`src/rtl/inst_fetch_queue.sv`:
```
// Instruction fetch queue: one outstanding memory request, DEPTH-entry FIFO, redirect flush/drop.
// Optional same-cycle bypass of fetched data when the queue is empty: define IFQ_BYPASS_EN.
module inst_fetch_queue #(
   parameter int DEPTH = 4,
   parameter int AW    = 12,
   parameter int IW    = 16
) (
   input  logic                     clk,
   input  logic                     rst,
   output logic                     imem_req,
   output logic [AW-1:0]            imem_addr,
   input  logic                     imem_ack,
   input  logic [IW-1:0]            imem_data,
   output logic                     inst_valid,
   input  logic                     inst_ready,
   output logic [IW-1:0]            inst_out,
   output logic [AW-1:0]            inst_pc,
   input  logic                     redirect,
   input  logic [AW-1:0]            redirect_pc,
   output logic [$clog2(DEPTH):0]   q_count
);

   localparam int PW = $clog2(DEPTH);
   localparam logic [PW:0] CNT_FULL = (PW+1)'(DEPTH);

   localparam logic [1:0] RUN  = 2'd0;
   localparam logic [1:0] FULL = 2'd1;
   localparam logic [1:0] DROP = 2'd2;

   logic [1:0]    state, state_next;
   logic          started;
   logic [AW-1:0] fetch_pc, drop_addr;
   logic [PW-1:0] wr_ptr, rd_ptr;
   logic [PW:0]   count;
   logic [IW-1:0] inst_mem [DEPTH];
   logic [AW-1:0] pc_mem   [DEPTH];
   logic          empty, acked, enq, deq;

   // started keeps the request low until the first edge after reset releases
   assign imem_req  = started && ((state == DROP) || (state == RUN && count != CNT_FULL));
   assign imem_addr = (state == DROP) ? drop_addr : fetch_pc;
   assign q_count   = count;
   assign empty     = (count == '0);
   assign acked     = imem_req && imem_ack;
   assign deq       = !empty && inst_ready;

`ifdef IFQ_BYPASS_EN
   logic bypass;
   assign bypass     = empty && acked && (state == RUN) && !redirect;
   assign inst_valid = !empty || bypass;
   assign inst_out   = !empty ? inst_mem[rd_ptr] : (bypass ? imem_data : '0);
   assign inst_pc    = !empty ? pc_mem[rd_ptr]   : (bypass ? imem_addr : '0);
   assign enq        = acked && (state == RUN) && !redirect && !(bypass && inst_ready);
`else
   assign inst_valid = !empty;
   assign inst_out   = empty ? '0 : inst_mem[rd_ptr];
   assign inst_pc    = empty ? '0 : pc_mem[rd_ptr];
   assign enq        = acked && (state == RUN) && !redirect;
`endif

   always_comb begin
      state_next = state;
      case (state)
         RUN: begin
            // an unacknowledged request must be drained before refetching
            if (redirect)
               state_next = (imem_req && !imem_ack) ? DROP : RUN;
            else if (enq && !deq && count == CNT_FULL - 1'b1)
               state_next = FULL;
         end
         FULL: begin
            if (redirect || deq)
               state_next = RUN;
         end
         DROP: begin
            if (imem_ack)
               state_next = RUN;
         end
         default: state_next = RUN;
      endcase
   end

   always_ff @(posedge clk or posedge rst) begin
      if (rst) begin
         state     <= RUN;
         started   <= 1'b0;
         fetch_pc  <= '0;
         drop_addr <= '0;
         wr_ptr    <= '0;
         rd_ptr    <= '0;
         count     <= '0;
      end else begin
         started <= 1'b1;
         state   <= state_next;
         if (redirect)
            fetch_pc <= redirect_pc;
         else if (acked && state == RUN)
            fetch_pc <= fetch_pc + 1'b1;
         if (state == RUN && redirect && imem_req && !imem_ack)
            drop_addr <= fetch_pc;
         // redirect flushes; a dequeue in that same cycle is simply absorbed by the flush
         if (redirect) begin
            wr_ptr <= '0;
            rd_ptr <= '0;
            count  <= '0;
         end else begin
            if (enq)
               wr_ptr <= wr_ptr + 1'b1;
            if (deq)
               rd_ptr <= rd_ptr + 1'b1;
            if (enq && !deq)
               count <= count + 1'b1;
            else if (!enq && deq)
               count <= count - 1'b1;
         end
      end
   end

   always_ff @(posedge clk) begin
      if (enq) begin
         inst_mem[wr_ptr] <= imem_data;
         pc_mem[wr_ptr]   <= imem_addr;
      end
   end

endmodule

```
`config.mk`:
```
export PLATFORM = sky130hd
export DESIGN_NAME = inst_fetch_queue
export DESIGN_NICKNAME = d
export VERILOG_FILES = /design/src/rtl/inst_fetch_queue.sv
export SDC_FILE = /design/constraint.sdc
export NUM_CORES = 1
export LEC_CHECK = 0
export CORE_AREA = 2 2 120 122
export CTS_CLUSTER_SIZE = 14
export DETAILED_ROUTE_END_ITERATION = 10
export DIE_AREA = 0 0 122 124
export PLACE_DENSITY = 0.66
export SYNTH_ARGS = -nofsm -noshare
export SYNTH_HDL_FRONTEND = slang
export SYNTH_SLANG_ARGS = --single-unit
```
`constraint.sdc`:
```
create_clock -name clk -period 3.1 [get_ports clk]
set_input_delay 0.62 -clock clk [delete_from_list [all_inputs] [get_ports clk]]
set_output_delay 0.62 -clock clk [all_outputs]
set_load 0.01 [all_outputs]
```
==> results.txt, run 1 <==
----------------------------------------------------
[Synthesis]
  Register bit total from synthesis ... 146
  Average footprint of a synthesized cell ... 17.02 um^2
  Part of the Yosys area used for sequential elements ... 0.6858
  Adder-Cell Fraction of Synth Area ... 0.01344
  Post-synthesis mux area share ... 0.1519
  Count of unique library cells instantiated by Yosys ... 43
  Post-Syn Nets ... 400
  XOR/XNOR Fraction of Synth Area ... 0.01283
  Compound-gate portion of the synthesized area ... 0.02851
  Post-synth top flop ... sky130_fd_sc_hd__edfxtp_1
  Simple-Gate Fraction of Synth Area ... 0.08858
  Combinational family with the most area after synthesis ... multiplexers
  Post-synthesis async set-or-reset flop share ... 0.2329
  Count of yosys warnings during synthesis ... 0
  Post-Syn Area ... 6145 um^2
  Post-Synthesis Cells ... 361
  EDFF count, synth ... 112

[STA]
  Part of the cycle the worst path needs ... 0.9556
  Hold Violations, Final ... 0
  Maximum frequency from static timing analysis ... 337.6 MHz
  Number of setup violations in the final report ... 0
  Minimum period implied by the final worst setup slack ... 2.962 ns
  Final Slew Violations ... 0
  Fin Setup TNS ... 0 ns
  Worst-case clock skew ... 0.006659 ns
  Unrepaired setup endpoints after global routing ... false

[CTS]
  Worst skew pair latency ... 0.41 ns
  Max Buffers Root-to-Sink ... 2
  Post-CTS setup buffers ... 0
  CTS tree ... yes
  Number of clock buffers inserted by TritonCTS ... 17
  Resize count post-CTS ... 0
  Number of hold-repair buffers added at the cts stage ... 0
  CTS Sinks ... 146
  Maximum level of the CTS H-tree ... 4
  CTS root buffer ... sky130_fd_sc_hd__clkbuf_16
  Clock-pin slew of the registers on the worst-case setup and hold paths ... 0.06 ns

[Power and ir drop]
  Share of power burned in registers ... 0.393
  Internal power contribution ... 4528 uW
  Portion of total power attributed to the clock network ... 0.330
  Leakage power total ... 0.002698 uW
  IR Drop Worst-Case VDD ... 0.4684 mV
  Portion of total power attributed to combinational logic ... 0.277
  Sw frac ... 0.2611
  P_sw ... 1600 uW
  Power per unit of standard cell area ... 785.4 nW/um^2

[Die]
  # IOs ... 78
  Effective utilization at floorplan ... 0.4479
  Count of standard-cell rows ... 43
  Core Area ... 13,720 um^2
  Die outline area ... 15,130 um^2
  Horizontal die dimension ... 122 um
  Height of the die ... 124 um

[Critical path]
  Kind of critical path ... reg2out
  Critical path's largest stage delay ... 0.54 ns
  Setup crit start kind ... flip-flop
  Master of the slowest instance on the critical path ... sky130_fd_sc_hd__mux4_2
  Arrival time of data at the critical path endpoint ... 2.34 ns
  Largest fanout of any net on the critical path ... 27
  Reg-to-reg setup timing slack ... 0.60 ns
  Crit. End Element ... output pin
  Data required time of the critical path ... 2.48 ns
  CP Cell Sequence ... buf_12, mux4_2, and2_1, clkdlybuf4s50_1

[Routing]
  Total wirelength of the detailed-routed design ... 11,450 um
  Vias post-DR ... 3,401
  Number of iterations in the first detailed-routing pass ... 4
  Routed wirelength normalized by instance count ... 17.75 um
  Detailed-route DRC error count ... 0
  DRC marker count from the first detailed-route iteration ... 176
  Ratio of routed vias to standard cells ... 5.273
  ANT nets after route ... 0

[Layout]
  # diodes ... 0
  Layout cells sized above 1 ... 0.2258
  Most common cell after layout, fill and taps aside ... sky130_fd_sc_hd__edfxtp_1
  Area delta synth->final ... 26.98%
  Commonest cells after routing, fill and taps aside ... sky130_fd_sc_hd__edfxtp_1, sky130_fd_sc_hd__clkdlybuf4s50_1, sky130_fd_sc_hd__dfrtp_1
  Final layout net count ... 491
  Fin util ... 0.5687

[GRT]
  Pin count of the biggest net entering global routing ... 35
  Global router's overall resource usage ... 0.1674
  Wire length of the first global-routing pass ... 18,440 um
  Vias in the first global route ... 3,481
  Sum of overflow across all layers after global routing ... 0
  Initial antenna violation count ... 0

[Placed design]
  GP Congestion ... 0.8057
  Count of port buffers added during placement ... 77
  Detail Placement HPWL ... 7190 um

[Run status]
  Run status ... finished, final reports clean

[Job]
  Maximum Capacitance Violations ... 0

[Hold path]
  Tightest Hold Check Type ... reg2reg

----------------------------------------------------
## worst paths after layout
kind	from	to	depth (start not counted)
min	drop_addr[6]	drop_addr[6]	1
max reg2reg	q_count[0]	q_count[2]	7
min in group asynchronous	rst	started	3
max in group asynchronous	rst	rd_ptr[0]	3
max	rd_ptr[0]	inst_pc[6]	4
min reg2reg	drop_addr[6]	drop_addr[6]	1
## through the flow
step | std cells | cell area (um^2) | hold slack [ns] | total power, uW | setup slack [ns]
6_report | 645 | 7802 | 0.5009 | 6128 | 0.1377
5_1_grt | 645 | 7802 | 0.5109 | 6438 | 0.01696
4_1_cts | 645 | 7802 | 0.5032 | 6214 | 0.09174
3_5_place_dp | 613 | 7212 | 0.4890 | 4181 | 0.3000
3_3_place_gp | 613 | 7212 | 0.4814 | 4155 | 0.3205
2_1_floorplan | 361 | 6145 | 0.4736 | 3392 | 0.6645
## cells in the mapped netlist, types with 5 or more instances
cell                         n  area share
sky130_fd_sc_hd__a31oi_1     6      0.0061
sky130_fd_sc_hd__and2_1     30       0.031
sky130_fd_sc_hd__and3_1      5      0.0051
sky130_fd_sc_hd__buf_2       6      0.0049
sky130_fd_sc_hd__clkbuf_1    8      0.0049
sky130_fd_sc_hd__dfrtp_1    34        0.14
sky130_fd_sc_hd__edfxtp_1  112        0.55
sky130_fd_sc_hd__ha_1        5       0.010
sky130_fd_sc_hd__inv_1       8      0.0049
sky130_fd_sc_hd__mux2_2     26       0.048
sky130_fd_sc_hd__mux4_2     28        0.10
sky130_fd_sc_hd__nand2_1    12      0.0073
sky130_fd_sc_hd__nor2_1     14      0.0086
sky130_fd_sc_hd__o21ai_0    13       0.011
sky130_fd_sc_hd__or3_1       5      0.0051
sky130_fd_sc_hd__xor2_1      6      0.0086
## critical path, delay by kind of cell (launching register included)
| kind | cells | cell delay, ns |
|---|---|---|
| flip-flops | 1 | 0.43 |
| AND/OR/NAND/NOR | 1 | 0.20 |
| buffers and inverters | 2 | 0.74 |
| multiplexers | 1 | 0.54 |
## state kept, by name, indices dropped and copies added, names as in the netlist
register / cells
fetch_pc: 12
inst_mem: 64
q_count: 3
rd_ptr: 2
wr_ptr: 2
started: 1
pc_mem: 48
drop_addr: 12
state: 2
## layout make-up
class	instances	area [um^2]
Sequential cell	146	4215
Timing Repair Buffer	89	923.4
Multi-Input combinational cell	190	1818
Inverter	8	30.03
Clock inverter	13	157.7
Clock buffer	19	432.9
Fill cell	1091	5917
Tap cell	180	225.2
## power by group through the flow
stage	Clock, uW	Sequential, uW	Combinational (uW)
detailed placement	0	2450	1730
global route	2150	2430	1850
floorplan	0	2410	979
CTS	2060	2410	1740
finish	2020	2410	1700
global placement	0	2440	1720
## cell families (layout without fill, tap and decap cells)
logic type / after synthesis / count (layout)
other cells: 1 / 1
fa+ha+maj: 6 / 6
buf+inv: 25 / 129
simple gates: 90 / 90
compound gates: 29 / 29
flops: 146 / 146
mux: 55 / 55
xor+xnor: 9 / 9
## routing by layer
layer / global-route usage / routed length [um]
met3: 0.05357 / 553
met1: 0.2175 / 5174
met2: 0.2661 / 5596
met5: 0 / 0
met4: 0.06178 / 126
Note: power is estimated with default switching activity, not from simulation.
==> inputs of run 2 (changes only) <==
Settings changed: DONT_BUFFER_PORTS set to 1, PLACE_DENSITY 0.66 to not set, REMOVE_ABC_BUFFERS set to 1.
==> results.txt, run 2 (synthesis gave the netlist of run 1 again) <==
----------------------------------------------------
[Critical path]
  R2r endpoint ... q_count[2]
  Critical R2R Launch ... q_count[0]
  Data required time of the critical path ... 3.40 ns
  Arrival time of data at the critical path endpoint ... 2.99 ns
  Reg-to-reg setup timing slack ... 0.41 ns
  Startpoint of the most critical setup path ... q_count[0]
  Kind of critical path ... reg2reg
  Setup crit start kind ... flip-flop
  R2r worst-path depth ... 7
  Crit. End Element ... flip-flop
  Critical Path End ... q_count[2]
  Largest fanout of any net on the critical path ... 10

[Routing]
  Total wirelength of the detailed-routed design ... 11,720 um
  ANT nets after route ... 0
  Detailed-route DRC error count ... 0
  Routed wirelength normalized by instance count ... 20.68 um
  Ratio of routed vias to standard cells ... 5.446
  DRC marker count from the first detailed-route iteration ... 208
  Vias post-DR ... 3,088
  Number of iterations in the first detailed-routing pass ... 4

[GRT]
  Vias in the first global route ... 3,278
  Wire length of the first global-routing pass ... 18,240 um
  Pin count of the biggest net entering global routing ... 35
  Global router's overall resource usage ... 0.1670
  Initial antenna violation count ... 0
  Sum of overflow across all layers after global routing ... 0

[Die]
  Height of the die ... 124 um
  # IOs ... 78
  Count of standard-cell rows ... 43
  Horizontal die dimension ... 122 um
  Core Area ... 13,720 um^2
  Effective utilization at floorplan ... 0.4479
  Die outline area ... 15,130 um^2

[CTS]
  Post-CTS setup buffers ... 0
  CTS root buffer ... sky130_fd_sc_hd__clkbuf_16
  Max Buffers Root-to-Sink ... 2
  Resize count post-CTS ... 0
  CTS tree ... yes
  Clock-pin slew of the registers on the worst-case setup and hold paths ... 0.06 ns
  Number of hold-repair buffers added at the cts stage ... 0
  Maximum level of the CTS H-tree ... 4
  Worst skew pair latency ... 0.42 ns
  CTS Sinks ... 146
  Number of clock buffers inserted by TritonCTS ... 17

[STA]
  Hold Violations, Final ... 0
  Number of setup violations in the final report ... 0
  Worst-case clock skew ... 0.01095 ns
  Hold Slack ... 0.1912 ns
  Final Slew Violations ... 0
  Minimum period implied by the final worst setup slack ... 2.691 ns
  Unrepaired setup endpoints after global routing ... false
  Part of the cycle the worst path needs ... 0.8682
  Maximum frequency from static timing analysis ... 371.6 MHz
  Fin Setup TNS ... 0 ns

[Layout]
  Flip-flop count of the largest register, all copies and words added ... 64
  Largest registers in the final layout ... inst_mem x64, pc_mem x48
  Fin area ... 7025 um^2
  Layout cells sized above 1 ... 0.2661
  Largest register by flop count ... inst_mem
  # diodes ... 0
  Most common cell after layout, fill and taps aside ... sky130_fd_sc_hd__edfxtp_1
  Final layout net count ... 414
  Area delta synth->final ... 14.34%
  Commonest cells after routing, fill and taps aside ... sky130_fd_sc_hd__edfxtp_1, sky130_fd_sc_hd__dfrtp_1, sky130_fd_sc_hd__and2_1

[Power and ir drop]
  Leakage power total ... 0.002405 uW
  IR Drop Worst-Case VDD ... 0.3983 mV
  Power per unit of standard cell area ... 819.5 nW/um^2

[Placed design]
  Detail Placement HPWL ... 7324 um
  Area after DPL ... 6405 um^2
  Count of port buffers added during placement ... 0
  GP Congestion ... 0.7700

[Job]
  Maximum Capacitance Violations ... 0

[Hold path]
  Tightest Hold Check Type ... in2async

[Run status]
  Run status ... finished, final reports clean

----------------------------------------------------
[run 2: routing by layer]
metal,GRT usage,share of wire
met1,0.2100,0.44
met2,0.2545,0.46
met3,0.07280,0.080
met4,0.06968,0.016
met5,0,0
[run 2: through the flow]
step	utilization	power, uW	setup slack, ns	cells
after floorplan	-	3349	0.3848	344
after global placement	0.4668	3656	0.4986	536
after detailed placement	0.4668	3686	0.4233	536
after CTS	0.5121	5848	0.3623	567
after global routing	0.5121	6029	0.2373	567
final	0.5121	5758	0.4086	567
[run 2: worst min path at each step]
stage	startpoint	endpoint	slack (ns)	cells after the start
floorplan	drop_addr[0]	drop_addr[0]	0.47	1
global placement	drop_addr[2]	drop_addr[2]	0.48	1
detailed placement	drop_addr[2]	drop_addr[2]	0.49	1
CTS	rst	q_count[2]	0.19	2
global route	rst	q_count[2]	0.23	2
finish	rst	q_count[2]	0.19	2
[run 2: final cells by class]
cell class / count / area [um^2]
Fill cell: 1148 / 6694
Sequential cell: 146 / 4215
Multi-Input combinational cell: 190 / 1819
Clock buffer: 18 / 429.2
Tap cell: 180 / 225.2
Clock inverter: 13 / 191.4
Timing Repair Buffer: 12 / 115.1
Inverter: 8 / 30.03
[run 2: where the power goes]
| part | total (uW) | internal [uW] | switching (uW) |
|---|---|---|---|
| Combinational | 1180 | 529 | 647 |
| Sequential | 2440 | 2300 | 137 |
| Clock | 2150 | 1410 | 738 |
| Total | 5760 | 4240 | 1520 |
[run 2: critical path: stages (launching register included)]
cell,delay [ns]
sky130_fd_sc_hd__dfrtp_1,0.48
sky130_fd_sc_hd__or3b_1,0.61
sky130_fd_sc_hd__and2_1,0.33
sky130_fd_sc_hd__and3_1,0.22
sky130_fd_sc_hd__fa_1,0.41
sky130_fd_sc_hd__nor3b_1,0.17
sky130_fd_sc_hd__o31ai_1,0.24
sky130_fd_sc_hd__a21oi_1,0.09
